[src/rtl/pipe_mux_n.sv]
// pipe_mux_n: registered N:1 select into a main+skid pair; 1 cycle from accept to valid_o.
// Backpressure: ready_o is registered and drops only while both main and skid are full.
module pipe_mux_n #(
  parameter int WIDTH  = 32,
  parameter int NUM_IN = 4,
  parameter int SEL_W  = 2
) (
  input  logic                    clk_i,
  input  logic                    rst_i,
  input  logic [SEL_W-1:0]        sel_i,
  input  logic [NUM_IN*WIDTH-1:0] data_i,
  input  logic                    valid_i,
  output logic                    ready_o,
  output logic [WIDTH-1:0]        data_o,
  output logic                    valid_o,
  input  logic                    ready_i,
  output logic                    sel_err_o,
  input  logic                    clr_err_i
);

  typedef enum logic [1:0] {
    EMPTY,
    ONE,
    TWO
  } state_t;

  state_t           state;
  logic [WIDTH-1:0] skid;
  logic [WIDTH-1:0] sel_data;
  logic             sel_hit;
  logic             accept;
  logic             xfer;

  // An index with no matching input yields zero and flags the error.
  always_comb begin
    sel_data = '0;
    sel_hit  = 1'b0;
    for (int k = 0; k < NUM_IN; k++) begin
      if (sel_i == SEL_W'(k)) begin
        sel_data = data_i[k*WIDTH +: WIDTH];
        sel_hit  = 1'b1;
      end
    end
  end

  assign accept = valid_i && ready_o;
  assign xfer   = valid_o && ready_i;

  always_ff @(posedge clk_i) begin
    if (rst_i) begin
      state     <= EMPTY;
      valid_o   <= 1'b0;
      data_o    <= '0;
      ready_o   <= 1'b1;
      skid      <= '0;
      sel_err_o <= 1'b0;
    end else begin
      if (accept && !sel_hit) begin
        sel_err_o <= 1'b1;
      end else if (clr_err_i) begin
        sel_err_o <= 1'b0;
      end

      case (state)
        EMPTY: begin
          if (accept) begin
            data_o  <= sel_data;
            valid_o <= 1'b1;
            state   <= ONE;
          end
        end
        ONE: begin
          if (accept && xfer) begin
            data_o <= sel_data;
          end else if (accept) begin
            skid    <= sel_data;
            ready_o <= 1'b0;
            state   <= TWO;
          end else if (xfer) begin
            valid_o <= 1'b0;
            state   <= EMPTY;
          end
        end
        TWO: begin
          // ready_o is low here, so only the drain of main can happen.
          if (xfer) begin
            data_o  <= skid;
            ready_o <= 1'b1;
            state   <= ONE;
          end
        end
        default: begin
          state   <= EMPTY;
          valid_o <= 1'b0;
          ready_o <= 1'b1;
        end
      endcase
    end
  end

endmodule

[config.mk]
export PLATFORM = sky130hd
export DESIGN_NAME = pipe_mux_n
export DESIGN_NICKNAME = d
export VERILOG_FILES = /design/src/rtl/pipe_mux_n.sv
export SDC_FILE = /design/constraint.sdc
export NUM_CORES = 1
export LEC_CHECK = 0
export BUFFER_PORTS_ARGS = -buffer_cell sky130_fd_sc_hd__buf_4
export CAP_MARGIN = 0
export CORE_MARGIN = 2
export CORE_UTILIZATION = 51
export DETAILED_ROUTE_END_ITERATION = 10
export PLACE_DENSITY = 0.86
export SLEW_MARGIN = 0
export SYNTH_ARGS = -nofsm -noshare
export SYNTH_HDL_FRONTEND = slang
export SYNTH_SLANG_ARGS = --single-unit
[constraint.sdc]
create_clock -name clk_i -period 4.2 [get_ports clk_i]
set_input_delay 0.42 -clock clk_i [delete_from_list [all_inputs] [get_ports clk_i]]
set_output_delay 0.42 -clock clk_i [all_outputs]
set_load 0.02 [all_outputs]
==> flow_results.org, run 1 <==
** Worst setup path
- Measured in cells, the most critical reg-to-reg path has a length of 4.
- Crit-path max FO :: 28
- Arrival time at the worst endpoint :: 2450 ps
- The worst setup path is captured at a flop.
- STA puts the critical path data required time at 4460 ps.
- The worst setup path is of the reg2reg kind.
- CP Launch Type :: flop

** Placement
- Input and output buffers added on the ports amount to 169.
- Detailed placement finished with a half-perimeter wire length of 7.216 mm.
- At the end of routability-driven placement, the weighted congestion stood at 0.7534.
- Post-placement worst setup slack :: 2053 ps
- Number of instances in the placed design :: 620

** Final layout
- Multi-input combinational cell area :: 2112 um2
- The library cell used most frequently in the layout, excluding fill and tap cells, is sky130_fd_sc_hd__buf_4.
- Registers take 1381 um2.
- The finished layout holds 636 standard cells, fillers aside.
- Synth-to-Final Area Change :: 39.58%
- The layout has 492 filler cells.
- At the end of the flow, the number of nets in the layout was 670.
- Highest-count cells in the layout ignoring fill and taps :: sky130_fd_sc_hd__buf_4 (174), sky130_fd_sc_hd__nand2_1 (134), sky130_fd_sc_hd__dfxtp_1 (69), sky130_fd_sc_hd__a21oi_1 (36), sky130_fd_sc_hd__nor2_1 (33)
- Diodes inserted :: 0
- In the final layout, the share of cells above drive strength 1 is 0.4667.

** Route
- For this block, the via count after detailed routing is 3,543.
- Final routed wire length divided by cell count :: 15.89 um
- Drt first pass iters :: 4
- Vias per std cell :: 5.571
- The routed design has 10.11 mm of wire.
- In the routed design, unresolved DRC markers number 0.
- In this run the remaining antenna-violating nets after routing total 0.
- 1st-iter DRT viols :: 210

** Timing
- For the pin with the worst max-slew slack, the measured transition is 1166 ps.
- Fmax :: 0.4562 GHz
- Across all setup checks in the final design, the least slack found is 2008 ps.
- Dividing the final minimum period by the clock period gives 0.5220.
- Across the routed clock network, the largest skew measured is 9.477 ps.
- Unrepaired setup endpoints after global routing :: false
- In this run the tightest slew margin relative to its limit is 0.2191.
- The number of endpoints with negative hold slack in the final report came to 0.
- Total negative slack for setup checks :: 0 ps
- Fin. max-slew vios :: 0
- Min cycle time layout :: 2192 ps
- Setup violations remaining at the end of the flow were counted as 0.

** Die
- Total I/O pin count :: 170
- The floorplan step set the die width to 88.90 um.
- The floorplan step defined a die boundary enclosing 7903 um2.
- From bottom edge to top edge, the die measures 88.90 um.
- The initial utilization of the core area, before any placement, comes to 0.5352.
- In this run the core area contains 30 standard-cell rows.
- Floorplan Core Area :: 6869 um2

** Hold path
- The worst hold path belongs to the class in2reg.
- Along the worst hold path, the cell count comes to 2.

** Logic synthesis
- Count of yosys warnings during synthesis :: 0
- Syn_nets :: 521
- Cell variety after synth :: 24
- The synthesized design contains 69 register bits.
- Share of the yosys chip area belonging to registers :: 0.3758
- Averaged over all synthesized cells, the footprint is 9.523 um2.
- Synthesis produced a netlist whose cell count is 386.
- Cell area after synthesis :: 3676 um2

** Power
- Leakage :: 2.107 nW
- Power density of the placed cells :: 396.1 nW/um2
- The worst-case IR drop observed on VDD is 269.7 uV.
- After layout, the design draws a total of 2.033 mW.

** Global routing
- The initial antenna violation count was 0.
- First-pass GRT wire length :: 15.74 mm
- The total overflow left after global routing is 0.
- Total GRT Usage :: 0.2582
- Entering global routing, the biggest net connects 70 pins.
- The number of global-route vias before repair is 3,472.

** CTS
- In this run, post-CTS hold repair placed 0 buffers.
- CTS Buf Count :: 9
- Insertion delay of the later-clocked pin in the worst-skew pair :: 350 ps
- Maximum number of buffers from clock root to sink :: 2
- # resized after CTS :: 0
- CTS clk-pin slew, worst paths :: 80 ps
- Root Buffer :: sky130_fd_sc_hd__clkbuf_8
- TritonCTS built the clock tree.
- For this design, the sink count on the clock tree is 69.
- The number of setup buffers added after CTS is 0.
- The H-tree was split into 3 levels.

** Status
- Status :: finished clean

** Flow run
- Across the run, the number of max-cap violations was 0.
[logic make-up (layout without fill, tap and decap cells)]
kind of cell    Yosys count  in the layout  synth area share
simple gates            175            175            0.1852
compound gates           73             73            0.1899
flops                    69             69            0.3758
buf+inv                  36            190           0.05037
mux                      33             33            0.1988
[report_power, final]
group | switching [mW] | internal, mW
registers | 0.0524 | 0.740
logic | 0.352 | 0.316
clock network | 0.249 | 0.322
[sequential cells by signal, indices dropped and copies added (netlist names)]
signal     count
data_o        32
skid          32
state          2
ready_o        1
sel_err_o      1
valid_o        1
[routing by layer]
metal | vias up | global-route usage | share of wire
met2 | 149 | 0.4701 | 0.54
met1 | 1702 | 0.2980 | 0.38
met5 | - | 0 | 0
met3 | 20 | 0.04709 | 0.062
met4 | 0 | 0.1047 | 0.023
li1 | 1672 | - | -
[through the flow]
step	area, um2	utilization	hold WS, ps
after global routing	5131	0.7470	248.0
after floorplan	3676	-	436.6
final	5131	0.7470	246.7
after detailed placement	4920	0.7162	448.1
after CTS	5131	0.7470	236.4
after global placement	4920	0.7162	441.8
[cells in the mapped netlist]
library cell,instances,share of area
sky130_fd_sc_hd__a21boi_2,1,0.0031
sky130_fd_sc_hd__a21oi_1,36,0.049
sky130_fd_sc_hd__a311oi_1,4,0.0095
sky130_fd_sc_hd__a311oi_2,28,0.11
sky130_fd_sc_hd__and2_1,2,0.0034
sky130_fd_sc_hd__and3b_1,1,0.0024
sky130_fd_sc_hd__buf_1,4,0.0041
sky130_fd_sc_hd__buf_2,7,0.0095
sky130_fd_sc_hd__buf_4,5,0.010
sky130_fd_sc_hd__buf_6,3,0.0092
sky130_fd_sc_hd__clkbuf_1,17,0.017
sky130_fd_sc_hd__dfxtp_1,69,0.38
sky130_fd_sc_hd__mux2i_1,1,0.0027
sky130_fd_sc_hd__mux4_2,32,0.20
sky130_fd_sc_hd__nand2_1,134,0.14
sky130_fd_sc_hd__nand2b_1,1,0.0017
sky130_fd_sc_hd__nand3b_1,1,0.0020
sky130_fd_sc_hd__nor2_1,33,0.034
sky130_fd_sc_hd__nor2b_1,1,0.0017
sky130_fd_sc_hd__nor3_1,1,0.0014
sky130_fd_sc_hd__nor3b_1,1,0.0020
sky130_fd_sc_hd__o21bai_1,2,0.0041
sky130_fd_sc_hd__o22a_1,1,0.0024
sky130_fd_sc_hd__o32ai_4,1,0.0075
[area by class of cell]
cell class,instances,share of cell area
clock inverter,3,0.008291
tap,96,0.02341
clock buffer,13,0.03292
timing repair buffer,174,0.2546
multi-input combinational,281,0.4116
sequential,69,0.2692
[worst max-delay path: stages, from the launching register on]
cell                       delay, ps
sky130_fd_sc_hd__dfxtp_1         480
sky130_fd_sc_hd__nor2b_2         990
sky130_fd_sc_hd__buf_4           290
sky130_fd_sc_hd__nand2_1          80
sky130_fd_sc_hd__a311oi_2        260
[final timing paths]
| kind | startpoint | to | slack, ps |
|---|---|---|---|
| worst max-delay path | state[1]$_SDFFE_PP0P_ | data_o[0]$_SDFFE_PP0P_ | 2010 |
| worst min-delay path | clr_err_i | sel_err_o$_SDFFE_PP0P_ | 250 |
| worst max register to register | state[1]$_SDFFE_PP0P_ | data_o[0]$_SDFFE_PP0P_ | 2010 |
| worst min register to register | skid[29]$_SDFFE_PP0P_ | skid[29]$_SDFFE_PP0P_ | 460 |
No activity file was read; power rests on OpenSTA's default activity.
==> inputs of run 2 (changes only) <==
--- a/config.mk
+++ b/config.mk
@@ -8,9 +8,9 @@
 export BUFFER_PORTS_ARGS = -buffer_cell sky130_fd_sc_hd__buf_4
 export CAP_MARGIN = 0
 export CORE_MARGIN = 2
-export CORE_UTILIZATION = 51
+export CORE_UTILIZATION = 47
 export DETAILED_ROUTE_END_ITERATION = 10
-export PLACE_DENSITY = 0.86
+export PLACE_DENSITY = 0.8
 export SLEW_MARGIN = 0
 export SYNTH_ARGS = -nofsm -noshare
 export SYNTH_HDL_FRONTEND = slang
==> constraint.sdc (replaced) <==
create_clock -name clk_i -period 2.1 [get_ports clk_i]
set_input_delay 0.21 -clock clk_i [delete_from_list [all_inputs] [get_ports clk_i]]
set_output_delay 0.21 -clock clk_i [all_outputs]
set_load 0.02 [all_outputs]
==> flow_results.org, run 2 (synthesis gave the netlist of run 1 again) <==
** Status
- The flow ran to the end, and the final reports show no timing, DRC or antenna violations.

** Timing
- The worst pin sits at a relative slew slack of 0.4437.
- Setup violations remaining at the end of the flow were counted as 0.
- Setup repair after global routing left no endpoint under its margin.
- Adding up every negative setup slack in the final design gives 0 ps.
- Between clock sinks in the finished design, the worst skew comes to 10.50 ps.
- At the pin with the least slew margin, the transition time is 834.4 ps.
- Min cycle time layout :: 1763 ps
- Post-route worst hold slack :: 34.29 ps
- The number of endpoints with negative hold slack in the final report came to 0.
- Ratio of final minimum period to clock period :: 0.8398
- For this run, the top clock speed supported by timing is 0.5671 GHz.
- Fin. max-slew vios :: 0

** Route
- 1st-iter DRT viols :: 138
- Total DRC errors in the routed layout :: 0
- The final route contains 3,458 vias.
- Wires add up to 9.548 mm.
- The detail route stage leaves a number of antenna-violating nets equal to 0.
- Drt first pass iters :: 4
- Vias per std cell :: 5.345
- In the final routed layout, each cell accounts on average for 14.76 um.

** CTS
- In this run, CTS created clock tree buffers numbering 9.
- # H-tree levels :: 3
- No sink is reached through more buffers than the 2 on the longest clock path.
- In this run the post-CTS setup repair buffer count came out at 0.
- Root Buffer :: sky130_fd_sc_hd__clkbuf_8
- CTS tree :: built
- Clock-pin slew was measured on the worst setup and hold paths at 80 ps.
- In this run, post-CTS repair resized a total of 0 instances.
- Counting every sink on the clock net gives 69.
- For the worst-skew pair, the clock arrives at the later sink with an insertion delay of 320 ps.
- Number of hold buffers added after cts :: 0

** Hold path
- Counting instances, the worst hold path has a depth of 2.
- Sink of the worst hold path :: sel_err_o$_SDFFE_PP0P_
- The startpoint identified for the worst hold timing path is clr_err_i.
- Path class of the lowest-slack min-delay path :: in2reg

** Final layout
- Multi-input combinational cell area :: 2112 um2
- Number of filler cells placed in the layout :: 612
- The final layout contains 675 nets.
- Synth-to-Final Area Change :: 41.18%
- The library cells used most frequently in the layout, excluding fill and tap cells, are sky130_fd_sc_hd__buf_4 (177), sky130_fd_sc_hd__nand2_1 (134), sky130_fd_sc_hd__dfxtp_1 (69), sky130_fd_sc_hd__a21oi_1 (36), sky130_fd_sc_hd__nor2_1 (33).
- Most common library cell in the layout ignoring fill and taps :: sky130_fd_sc_hd__buf_4
- The repair_antennas step left the layout with diodes totalling 0.
- Fraction of layout cells with a size suffix above 1 :: 0.4734
- Summing all flip-flop and latch instances after layout gives 1381 um2.
- The largest registers in the layout are data_o: 32 flops, skid: 32 flops, state: 2 flops.

** Global routing
- The initial antenna violation count is 0.
- Largest net degree at the start of global routing :: 65
- Summed over all layers, the global routing overflow is 0.
- For this run, global-route usage on met1 was measured as 0.2739.
- Total GRT Usage :: 0.2269
- In the global route stage, met2 resource usage came out at 0.4069.
- The global routing stage identified its most utilized layer as met2.
- Met3 track demand over resource :: 0.04068
- The first global-routing pass estimated 15.68 mm of wire.
- Via count of the first global-routing pass :: 3,425

** Placement
- During placement, the flow inserted port buffers numbering 169.
- Summed over all nets, the half-perimeter wirelength after detailed placement is 6.738 mm.
- At the end of routability-driven placement, the weighted congestion stood at 0.7641.

** Worst setup path
- In this run the register-to-register setup slack is 340 ps.
- Cell depth of the worst flop-to-flop path :: 5
- The startpoint identified for the worst register-to-register timing path is state[0]$_SDFFE_PP0P_.
- Arrival time at the worst endpoint :: 2000 ps
- Endpoint kind of the worst setup timing path :: flop
- The worst setup path is launched from a flop.
- The endpoint identified for the worst register-to-register timing path is data_o[14]$_SDFFE_PP0P_.
- Of all nets on the critical path, the largest fanout is 30.
- Path type of the worst setup path :: reg2reg
- CP Data Required Time :: 2340 ps

** Power
- The design draws 4.011 mW.
- Power spread over the standard cell area amounts to 772.9 nW/um2.
- IR analysis of the VDD net gives a maximum drop of 471.9 uV.
- Leakage :: 2.139 nW

** Die
- Die width :: 92.44 um
- Floorplan Core Area :: 7647 um2
- 170 I/O pins were placed.
- The initial utilization of the core area, before any placement, comes to 0.4807.
- Die ar. :: 8545 um2
- Cell row count :: 32
- Die outline height :: 92.44 um

** Flow run
- The tool flagged a number of max-cap violations equal to 0.
==> run 2: cell types whose count changed in the layout (fill, tap and decap cells not counted), sizes merged <==
cell,change
buf,+5
clkbuf,-3
clkinv,+4
clkinvlp,-1
==> run 2: where the power goes <==
part	total (mW)	internal (mW)	switching, mW
Combinational	1.35	0.654	0.699
Clock	1.07	0.579	0.496
Sequential	1.58	1.48	0.105
Total	4.01	2.71	1.30
==> run 2: critical path, cell delays in order (launching register included) <==
cell and delay (ps):
sky130_fd_sc_hd__dfxtp_1 360, sky130_fd_sc_hd__a21boi_2 210, sky130_fd_sc_hd__o32ai_4 330, sky130_fd_sc_hd__buf_4 400, sky130_fd_sc_hd__nor2_1 110, sky130_fd_sc_hd__a311oi_2 260
==> run 2: how the worst max path moves through the flow <==
| stage | startpoint | end | slack, ps | cells past startpoint |
|---|---|---|---|---|
| detailed placement | valid_o$_SDFFE_PP0P_ | data_o[14]$_SDFFE_PP0P_ | 360 | 5 |
| floorplan | valid_o$_SDFFE_PP0P_ | data_o[15]$_SDFFE_PP0P_ | 460 | 4 |
| finish | state[0]$_SDFFE_PP0P_ | data_o[14]$_SDFFE_PP0P_ | 340 | 5 |
| CTS | state[0]$_SDFFE_PP0P_ | data_o[14]$_SDFFE_PP0P_ | 340 | 5 |
| global route | valid_o$_SDFFE_PP0P_ | data_o[7]$_SDFFE_PP0P_ | 230 | 5 |
| global placement | state[0]$_SDFFE_PP0P_ | data_o[31]$_SDFFE_PP0P_ | 470 | 5 |
==> run 2: routing by layer <==
layer | wire, um | vias to the layer above
met3 | 601 | 8
met4 | 126 | 0
met5 | 0 | -
met1 | 3720 | 1649
met2 | 5100 | 121
li1 | - | 1680
==> run 2: through the flow <==
stage / std cells / utilization / cell area [um2] / setup WS [ps]
after floorplan: 386 / - / 3676 / 464.0
after global placement: 631 / 0.6525 / 4990 / 467.5
final: 647 / 0.6787 / 5190 / 336.5
after CTS: 647 / 0.6787 / 5190 / 341.5
after detailed placement: 631 / 0.6525 / 4990 / 360.3
after global routing: 647 / 0.6787 / 5190 / 227.5
==> run 2: layout make-up <==
class | count | area share
clock buffers | 10 | 0.02652
clock inverters | 6 | 0.01205
multi-input cells | 281 | 0.4069
flip-flops and latches | 69 | 0.2662
well taps | 102 | 0.02459
repair buffers | 179 | 0.2637
